--- src/rtl/bt656_pkg.sv ---
// bt656_pkg: shared types and constants for the BT.656 receiver.
//   state_t       - receiver FSM states
//   PREAMBLE_*    - timing-reference preamble byte values
//   BLANK_C/Y     - blanking-level chroma/luma used for the filler beat
//   XY_BIT_*      - bit positions inside the XY status byte
//   xy_protect()  - expected P3..P0 protection bits for given F/V/H
package bt656_pkg;

    typedef enum logic [2:0] {
        HUNT,
        Z1,
        Z2,
        XY,
        ACTIVE,
        BLANK
    } state_t;

    localparam logic [7:0] PREAMBLE_FF = 8'hFF;
    localparam logic [7:0] PREAMBLE_00 = 8'h00;
    localparam logic [7:0] BLANK_C     = 8'h80;
    localparam logic [7:0] BLANK_Y     = 8'h10;

    localparam int unsigned XY_BIT_ONE = 7;
    localparam int unsigned XY_BIT_F   = 6;
    localparam int unsigned XY_BIT_V   = 5;
    localparam int unsigned XY_BIT_H   = 4;
    localparam int unsigned XY_BIT_P3  = 3;
    localparam int unsigned XY_BIT_P0  = 0;

    function automatic logic [3:0] xy_protect(input logic f, input logic v, input logic h);
        return {v ^ h, f ^ h, f ^ v, f ^ v ^ h};
    endfunction

endpackage

--- src/rtl/bt656_xy_decode.sv ---
// bt656_xy_decode: combinational decode of a BT.656 XY status byte.
//   i_xy  in  8  candidate XY byte
//   o_f   out 1  field bit
//   o_v   out 1  vertical-blanking bit
//   o_h   out 1  0 = SAV, 1 = EAV
//   o_ok  out 1  bit7 set and protection bits consistent (no correction)
module bt656_xy_decode (
    input  logic [7:0] i_xy,
    output logic       o_f,
    output logic       o_v,
    output logic       o_h,
    output logic       o_ok
);
    import bt656_pkg::*;

    logic [3:0] w_prot;

    assign o_f    = i_xy[XY_BIT_F];
    assign o_v    = i_xy[XY_BIT_V];
    assign o_h    = i_xy[XY_BIT_H];
    assign w_prot = xy_protect(o_f, o_v, o_h);
    assign o_ok   = i_xy[XY_BIT_ONE] && (i_xy[XY_BIT_P3:XY_BIT_P0] == w_prot);

endmodule

--- src/rtl/bt656_rx.sv ---
// bt656_rx: BT.656 (625-line, 4:2:2) byte-stream receiver producing one
// Avalon-ST packet of 16-bit {C,Y} beats per active line. No backpressure.
//   pre_clock       in   1  byte clock, rising edge
//   reset           in   1  asynchronous, active-high
//   bt_data         in   8  BT.656 byte, one per edge
//   st_data         out 16  {chroma, luma}
//   st_valid        out  1  beat valid
//   st_sop/st_eop   out  1  first / last beat of a line
//   st_field        out  1  F bit of the SAV that opened the line
//   st_frame_start  out  1  with st_sop on the first active line after V 1->0
//   sync_lock       out  1  valid XY seen within LOCK_TIMEOUT bytes
//   xy_err          out  1  pulse on XY protection failure
//   line_err        out  1  pulse on a short active line
module bt656_rx #(
    parameter int unsigned ACTIVE_WIDTH = 1440,
    parameter int unsigned LOCK_TIMEOUT = 2047
) (
    input  logic        pre_clock,
    input  logic        reset,
    input  logic [7:0]  bt_data,
    output logic [15:0] st_data,
    output logic        st_valid,
    output logic        st_sop,
    output logic        st_eop,
    output logic        st_field,
    output logic        st_frame_start,
    output logic        sync_lock,
    output logic        xy_err,
    output logic        line_err
);
    import bt656_pkg::*;

    localparam int unsigned CNT_W = $clog2(ACTIVE_WIDTH);
    localparam int unsigned WD_W  = $clog2(LOCK_TIMEOUT + 1);
    localparam logic [CNT_W-1:0] LAST_CNT  = CNT_W'(ACTIVE_WIDTH - 1);
    localparam logic [CNT_W-1:0] FIRST_Y   = CNT_W'(1);
    localparam logic [WD_W-1:0]  WD_MAX    = WD_W'(LOCK_TIMEOUT);

    state_t r_state, w_state_next;

    logic [7:0]       r_bt_q;
    logic [CNT_W-1:0] r_byte_cnt, w_cnt_next;
    logic [7:0]       r_chroma, w_chroma_next;
    logic             r_field, w_field_next;
    logic             r_prev_v, w_prev_v_next;
    logic             r_frame_pending, w_pending_next;
    logic [WD_W-1:0]  r_wdog, w_wdog_next;

    logic [15:0] r_st_data, w_st_data_next;
    logic        r_st_valid, w_st_valid_next;
    logic        r_st_sop, w_st_sop_next;
    logic        r_st_eop, w_st_eop_next;
    logic        r_st_field, w_st_field_next;
    logic        r_st_fs, w_st_fs_next;
    logic        r_sync_lock, w_sync_lock_next;
    logic        r_xy_err, w_xy_err_next;
    logic        r_line_err, w_line_err_next;

    logic w_f, w_v, w_h, w_ok;
    logic w_is_ff, w_is_00, w_xy_valid;

    bt656_xy_decode u_xy_decode (
        .i_xy (r_bt_q),
        .o_f  (w_f),
        .o_v  (w_v),
        .o_h  (w_h),
        .o_ok (w_ok)
    );

    assign w_is_ff    = (r_bt_q == PREAMBLE_FF);
    assign w_is_00    = (r_bt_q == PREAMBLE_00);
    assign w_xy_valid = (r_state == XY) && w_ok;

    // Input stage
    always_ff @(posedge pre_clock or posedge reset) begin
        if (reset) begin
            r_bt_q <= '0;
        end else begin
            r_bt_q <= bt_data;
        end
    end

    // State register
    always_ff @(posedge pre_clock or posedge reset) begin
        if (reset) begin
            r_state <= HUNT;
        end else begin
            r_state <= w_state_next;
        end
    end

    // Next-state logic; an FF restarts the preamble from any state except XY,
    // where the byte is always treated as the status word.
    always_comb begin
        w_state_next = r_state;
        unique case (r_state)
            HUNT, BLANK: begin
                if (w_is_ff) w_state_next = Z1;
            end
            Z1: begin
                if (w_is_00)      w_state_next = Z2;
                else if (w_is_ff) w_state_next = Z1;
                else              w_state_next = HUNT;
            end
            Z2: begin
                if (w_is_00)      w_state_next = XY;
                else if (w_is_ff) w_state_next = Z1;
                else              w_state_next = HUNT;
            end
            XY: begin
                if (!w_ok)          w_state_next = HUNT;
                else if (w_h || w_v) w_state_next = BLANK;
                else                w_state_next = ACTIVE;
            end
            ACTIVE: begin
                if (w_is_ff)                    w_state_next = Z1;
                else if (r_byte_cnt == LAST_CNT) w_state_next = BLANK;
            end
            default: w_state_next = HUNT;
        endcase
    end

    // Datapath and output next values
    always_comb begin
        w_cnt_next      = r_byte_cnt;
        w_chroma_next   = r_chroma;
        w_field_next    = r_field;
        w_prev_v_next   = r_prev_v;
        w_pending_next  = r_frame_pending;
        w_st_data_next  = '0;
        w_st_valid_next = 1'b0;
        w_st_sop_next   = 1'b0;
        w_st_eop_next   = 1'b0;
        w_st_field_next = 1'b0;
        w_st_fs_next    = 1'b0;
        w_xy_err_next   = 1'b0;
        w_line_err_next = 1'b0;

        if (r_state == XY) begin
            if (w_ok) begin
                w_field_next = w_f;
                if (!w_h) begin
                    if (w_v) begin
                        w_prev_v_next = 1'b1;
                    end else begin
                        w_cnt_next     = '0;
                        w_pending_next = r_prev_v;
                        w_prev_v_next  = 1'b0;
                    end
                end
            end else begin
                w_xy_err_next = 1'b1;
            end
        end

        if (r_state == ACTIVE) begin
            if (w_is_ff) begin
                // Line truncated by a new preamble: close the packet with a
                // blanking-level filler beat; a lone chroma byte is dropped.
                if (r_byte_cnt != '0) begin
                    w_line_err_next = 1'b1;
                    w_st_valid_next = 1'b1;
                    w_st_data_next  = {BLANK_C, BLANK_Y};
                    w_st_eop_next   = 1'b1;
                    w_st_sop_next   = (r_byte_cnt <= FIRST_Y);
                    w_st_fs_next    = (r_byte_cnt <= FIRST_Y) && r_frame_pending;
                    w_st_field_next = r_field;
                end
                w_cnt_next = '0;
            end else begin
                if (!r_byte_cnt[0]) begin
                    w_chroma_next = r_bt_q;
                end else begin
                    w_st_valid_next = 1'b1;
                    w_st_data_next  = {r_chroma, r_bt_q};
                    w_st_sop_next   = (r_byte_cnt == FIRST_Y);
                    w_st_fs_next    = (r_byte_cnt == FIRST_Y) && r_frame_pending;
                    w_st_eop_next   = (r_byte_cnt == LAST_CNT);
                    w_st_field_next = r_field;
                end
                w_cnt_next = (r_byte_cnt == LAST_CNT) ? '0 : r_byte_cnt + 1'b1;
            end
        end

        if (w_xy_valid)            w_wdog_next = '0;
        else if (r_wdog == WD_MAX) w_wdog_next = r_wdog;
        else                       w_wdog_next = r_wdog + 1'b1;

        w_sync_lock_next = w_xy_valid || (r_sync_lock && (w_wdog_next != WD_MAX));
    end

    always_ff @(posedge pre_clock or posedge reset) begin
        if (reset) begin
            r_byte_cnt      <= '0;
            r_chroma        <= '0;
            r_field         <= 1'b0;
            r_prev_v        <= 1'b0;
            r_frame_pending <= 1'b0;
            r_wdog          <= '0;
            r_st_data       <= '0;
            r_st_valid      <= 1'b0;
            r_st_sop        <= 1'b0;
            r_st_eop        <= 1'b0;
            r_st_field      <= 1'b0;
            r_st_fs         <= 1'b0;
            r_sync_lock     <= 1'b0;
            r_xy_err        <= 1'b0;
            r_line_err      <= 1'b0;
        end else begin
            r_byte_cnt      <= w_cnt_next;
            r_chroma        <= w_chroma_next;
            r_field         <= w_field_next;
            r_prev_v        <= w_prev_v_next;
            r_frame_pending <= w_pending_next;
            r_wdog          <= w_wdog_next;
            r_st_data       <= w_st_data_next;
            r_st_valid      <= w_st_valid_next;
            r_st_sop        <= w_st_sop_next;
            r_st_eop        <= w_st_eop_next;
            r_st_field      <= w_st_field_next;
            r_st_fs         <= w_st_fs_next;
            r_sync_lock     <= w_sync_lock_next;
            r_xy_err        <= w_xy_err_next;
            r_line_err      <= w_line_err_next;
        end
    end

    assign st_data        = r_st_data;
    assign st_valid       = r_st_valid;
    assign st_sop         = r_st_sop;
    assign st_eop         = r_st_eop;
    assign st_field       = r_st_field;
    assign st_frame_start = r_st_fs;
    assign sync_lock      = r_sync_lock;
    assign xy_err         = r_xy_err;
    assign line_err       = r_line_err;

endmodule

--- config.mk ---
export PLATFORM = sky130hd
export DESIGN_NAME = bt656_rx
export DESIGN_NICKNAME = d
export VERILOG_FILES = /design/src/rtl/bt656_pkg.sv /design/src/rtl/bt656_xy_decode.sv /design/src/rtl/bt656_rx.sv
export SDC_FILE = /design/constraint.sdc
export NUM_CORES = 1
export LEC_CHECK = 0
export ABC_AREA = 0
export ABC_CLOCK_PERIOD_IN_PS = 2600
export CAP_MARGIN = 20
export CORE_ASPECT_RATIO = 0.9
export CORE_MARGIN = 5
export CORE_UTILIZATION = 56
export CTS_CLUSTER_DIAMETER = 120
export DETAILED_ROUTE_END_ITERATION = 10
export GPL_TIMING_DRIVEN = 0
export PLACE_DENSITY = 0.79
export SLEW_MARGIN = 20
export SYNTH_ARGS = -nofsm -noshare
export SYNTH_HDL_FRONTEND = slang
export SYNTH_SLANG_ARGS = --single-unit
--- constraint.sdc ---
create_clock -name pre_clock -period 2.6 [get_ports pre_clock]
set_clock_uncertainty 0.05 [all_clocks]
set_input_delay 0.39 -clock pre_clock [delete_from_list [all_inputs] [get_ports pre_clock]]
set_output_delay 0.39 -clock pre_clock [all_outputs]
set_load 0.02 [all_outputs]
==> Word-level counts from Yosys, hierarchy flattened <==
Cells that the tools add are included.
{ "totals": {"ff_bits": 68, "output_inout_bits": 24, "word_cells": 108} }
{ "classes": {"addsub": 2, "order_cmp": 1, "eq_ne": 15, "n_mux": 46, "bitwise": 8, "n_reduce_logical": 19} }
{ "op_table": {"columns": ["op", "count"], "rows": [
  ["$mux 11", 9],
  ["$mux 16", 4],
  ["$mux 1", 26],
  ["$add 11x1->11 const B", 2],
  ["$eq 11x11->1 const B", 2],
  ["$pmux 3 s5", 1],
  ["$mux 3", 4],
  ["$eq 11x1->1 const B", 1],
  ["$le 11x1->1 const B", 1],
  ["$ne 11x11->1 const B", 1],
  ["$reduce_bool 11->1", 1],
  ["$eq 8x8->1 const B", 1],
  ["$logic_not 8->1", 1],
  ["$reduce_and 4->1", 2],
  ["$eq 3x2->1 const B", 2],
  ["$eq 3x3->1 const B", 2],
  ["$reduce_and 3->1", 2],
  ["$logic_and 1x1->1", 5],
  ["$eq 4x4->1", 1],
  ["$mux 2", 2],
  ["$ne 2x1->1 const B", 2],
  ["$not 1->1", 4],
  ["$reduce_and 2->1", 2],
  ["$reduce_bool 2->1", 2],
  ["other kinds (7)", 11]
]} }

==> Depth between registers and ports, before layout <==
{ "depth": {"ltp_word": 9, "depth_mapped": 8, "mapped_depth_nobuf": 7} }

==> By module <==
Synthesis repeated with hierarchy kept, for this count alone.
{ "hier_totals": {"hier_cells": 285, "area_unflattened_um2": 3059.2} }
{ "modules_own_cells": {"columns": ["mod", "instances", "cells_each", "area_each_um2", "seq_area_each_um2"], "rows": [
  ["bt656_rx", 1, 264, 2912.8, 1701.6],
  ["bt656_xy_decode", 1, 21, 146.4, 0.0]
]} }

==> Least setup slack after synthesis <==
No wires, ideal clock.
{ "synth_timing": {"kind": "reg2reg", "start": "reg r_bt_q[4]", "end": "reg r_byte_cnt[5]", "setup_ps": 121, "t_arrival_ps": 1823, "t_required_ps": 2429, "path_slack_ps": 606, "stages_incl_launch_ff": 8, "path_buffers": 0, "synth_period_minus_slack_ps": 1994, "cell_sequence": "dfrtp_1 -> inv_1 -> ha_1 -> xnor2_1 -> and3_2 -> o211ai_2 -> a22o_1 -> a22o_1"} }
{ "synth_via": {"elab_chain_len": 5, "elab_cells_between_ends": 11} }
{ "synth_lines": {"columns": ["item", "line_no", "text"], "rows": [
  ["start, declared", "bt656_rx.sv:41", "logic [7:0] r_bt_q;"],
  ["start signal, assigned", "bt656_rx.sv:79", "r_bt_q <= bt_data;"],
  ["$xor 1x1->1", "bt656_pkg.sv:31", "return {v ^ h, f ^ h, f ^ v, f ^ v ^ h};"],
  ["$eq 4x4->1", "bt656_xy_decode.sv:22", "assign o_ok = i_xy[XY_BIT_ONE] && (i_xy[XY_BIT_P3:XY_BIT_P0] == w_prot);"],
  ["$logic_and 1x1->1", "bt656_xy_decode.sv:22", null],
  ["$reduce_bool 2->1 (no line)", null, null],
  ["$reduce_and 4->1 (no line)", null, null],
  ["end signal, assigned", "bt656_rx.sv:210", "r_byte_cnt <= w_cnt_next;"],
  ["end, declared", "bt656_rx.sv:42", "logic [CNT_W-1:0] r_byte_cnt, w_cnt_next;"]
]} }
Parallel ways exist; a longest one is shown, timed or not.
A chain may end at the register's enable or synchronous reset.

==> Final worst setup path <==
{ "layout_timing": {"start": "reg r_bt_q[4]", "end": "reg r_byte_cnt[0]"} }
The elaborated chain is that of the path after synthesis.

==> impl_metrics.yaml <==
power:
  powerDensity_nw_per_um2: 516
  total_power_mw: 1.95
  leakage_nw: 1.79
  irDropWorstVdd_uv: 497
timing:
  report.final.slew_viol_count: 0
  fin_crit_ns: 2.27
  post-route-period-util_pct: 87.4
  rsz0062_at_grt: "false"
  fmax_ghz: 0.440
  tightest_slew_ns: 0.423
  setup_slack_ns: 0.328
  hold_viol_final: 0
  finalSetupViolCount: 0
  maxSlewHeadroom_pct: 71.1
cells_and_area:
  area_growth_pct: 19.5
  multi_input_area_um2: 1360
  finalNetCount: 342
  n_fill_cell: 380
  final_common_cell: "dfrtp_1"
  layout.cells.non_filler: 401
  most-common-layout-cells: "68 x dfrtp_1, 33 x clkdlybuf4s50_1, 23 x and3_1"
  drive_above_1_share_pct: 13.9
  fin_util_pct: 67.8
  regArea_um2: 1700
  insertedDiodeCount: 0
global_route:
  grt_pass1_wl_mm: 10.8
  grt_remaining_overflow: 0
  grt_pass1_vias: 2227
  grt_usage_pct: 19.6
  grt_max_degree: 38
  antenna_found_initial: 0
floorplan:
  die_h_um: 81.2
  rows: 26
  die_w_um: 89.1
  core_um2: 5560
  start_util_pct: 56.7
  die_area_um2: 7240
  ioPinCount: 34
yosys:
  synth_compound_area_share_pct: 12.1
  avgSynthCellArea_um2: 11.2
  synth_seq_cells: 68
  yosysWarnings: 0
  synth_edf_count: 0
  synth_mux_area_share_pct: 5.83
  seq_area_frac_synth_pct: 53.9
  synth_ff_type: "dfrtp_1"
  synth_nets: 297
  syn_inst: 281
  synth_area_um2: 3160
  synth_xor_area_share_pct: 3.49
  synth_top_family_by_area: "simple AND/OR/NAND/NOR gates"
  yosys.area_share.simple_pct: 19.2
  synth_cell_type_count: 57
  async_flop_share_pct: 100
  synth_fa_ha_area_share_pct: 2.38
setup_path:
  cp_max_fo: 9
  worstSetupPathType: "reg -> reg"
  cp-end-kind: "flip-flop"
  worstPathArrival_ns: 2.46
  critPathLaunchType: "flip-flop"
  critPathRequiredTime_ns: 2.78
clock_network:
  cts_tree: "done"
  clock_sinks: 68
  clockBufferDepth: 2
  cts.clk_slew.worst_paths_ns: 0.07
  cts_resized: 0
  clk_latency_ns: 0.35
  postCtsHoldBufs: 0
  htreeDepth: 3
  cts-root-buf: "clkbuf_8"
  cts_setup_buffers: 0
  numCtsBuffers: 9
place:
  dp_slack_ns: 0.365
  gp_congestion: 0.844
  dpl.cell_count: 385
  dpl.hpwl_mm: 4.43
  port_buffers: 33
detailed_routing:
  drc: 0
  antenna_left: 0
  drt_iter0_markers: 118
  vias: 2302
  wl_per_cell_um: 15.6
  wl_mm: 6.24
  drt_first_pass_iters: 5
  vias_per_cell: 5.74
run:
  drv_cap: 0
status:
  status: "finished, final reports clean"
hold_path:
  hp-class: "in -> async"
## layout make-up
type | instances | share of cell area [%]
Sequential cell | 68 | 45.1
Multi-Input combinational cell | 194 | 35.9
Timing Repair Buffer | 34 | 9.29
Clock buffer | 10 | 3.65
Tap cell | 70 | 2.32
Buffer | 12 | 1.92
Clock inverter | 6 | 1.03
Inverter | 7 | 0.763
## metal layers
| layer | GRT usage (%) | vias to the layer above | share of wire, % |
|---|---|---|---|
| met5 | 0 | - | 0 |
| met4 | 6.25 | 0 | 1.7 |
| met2 | 28.8 | 64 | 45 |
| li1 | - | 1098 | - |
| met1 | 27.0 | 1127 | 47 |
| met3 | 7.51 | 13 | 6.2 |
## synthesized netlist by cell type (all sizes together) (4+ instances only)
| cell type | count | area share [%] |
|---|---|---|
| mux2i | 6 | 1.9 |
| nand3 | 12 | 1.9 |
| inv | 7 | 0.83 |
| and3 | 24 | 4.8 |
| a22o | 4 | 1.1 |
| a21oi | 12 | 2.0 |
| mux2 | 9 | 3.9 |
| nor2 | 22 | 2.8 |
| nand4 | 4 | 0.99 |
| a211oi | 5 | 1.3 |
| ha | 6 | 2.4 |
| clkbuf | 4 | 0.48 |
| nand2 | 18 | 2.1 |
| o21ai | 6 | 0.95 |
| xor2 | 5 | 1.4 |
| and2 | 4 | 0.79 |
| xnor2 | 5 | 1.4 |
| dfrtp | 68 | 54 |
| nor3 | 15 | 2.5 |
| buf | 8 | 1.8 |
## cells by family (layout without fill, tap and decap cells)
family,count (synthesis),after routing
muxes,15,15
and+or+nand+nor,112,112
buffers and inverters,19,69
AOI/OAI and AO/OA,50,50
adders and majority gates,6,6
xor gates and xnor gates,11,11
DFF,68,68
## worst paths after layout
path / from / endpoint / slack, ns / cells past startpoint
max in group asynchronous: reset / r_byte_cnt[8] / 1.64 / 3
min in group pre_clock: bt_data[5] / r_bt_q[5] / 0.43 / 1
setup reg to reg: r_bt_q[4] / r_byte_cnt[0] / 0.33 / 7
setup / recovery: r_bt_q[4] / r_byte_cnt[0] / 0.33 / 7
hold reg to reg: r_frame_pending / st_frame_start / 0.43 / 1
hold / removal: reset / st_data[6] / 0.35 / 2
## sequential cells by signal, indices dropped and copies added (netlist names)
signal	flops
line_err	1
r_bt_q	8
r_byte_cnt	11
r_chroma	8
r_field	1
r_frame_pending	1
r_prev_v	1
r_state	3
r_wdog	11
st_data	16
st_eop	1
st_field	1
st_frame_start	1
st_sop	1
st_valid	1
sync_lock	1
xy_err	1
## power breakdown
part	internal (mW)	total (mW)	switching, mW
logic	0.0414	0.0926	0.0512
clock network	0.369	0.776	0.406
registers	1.07	1.08	0.0130
total	1.48	1.95	0.470
## worst max-delay path, cell delays in order (launching register included)
cell and delay [ns]:
dfrtp_1 0.50, inv_1 0.11, ha_1 0.31, xnor2_1 0.19
and3_2 0.25, o211ai_2 0.21, and2_1 0.27, mux2_2 0.26
## through the flow
stage                     hold slack (ns)  cell area [um2]  setup TNS, ns
after CTS                           0.361             3770              0
after detailed placement            0.420             3600              0
after global routing                0.367             3770              0
after floorplan                     0.371             3160              0
after global placement              0.408             3570         -39.59
final                               0.346             3770              0
(Power assumes the default switching activity.)
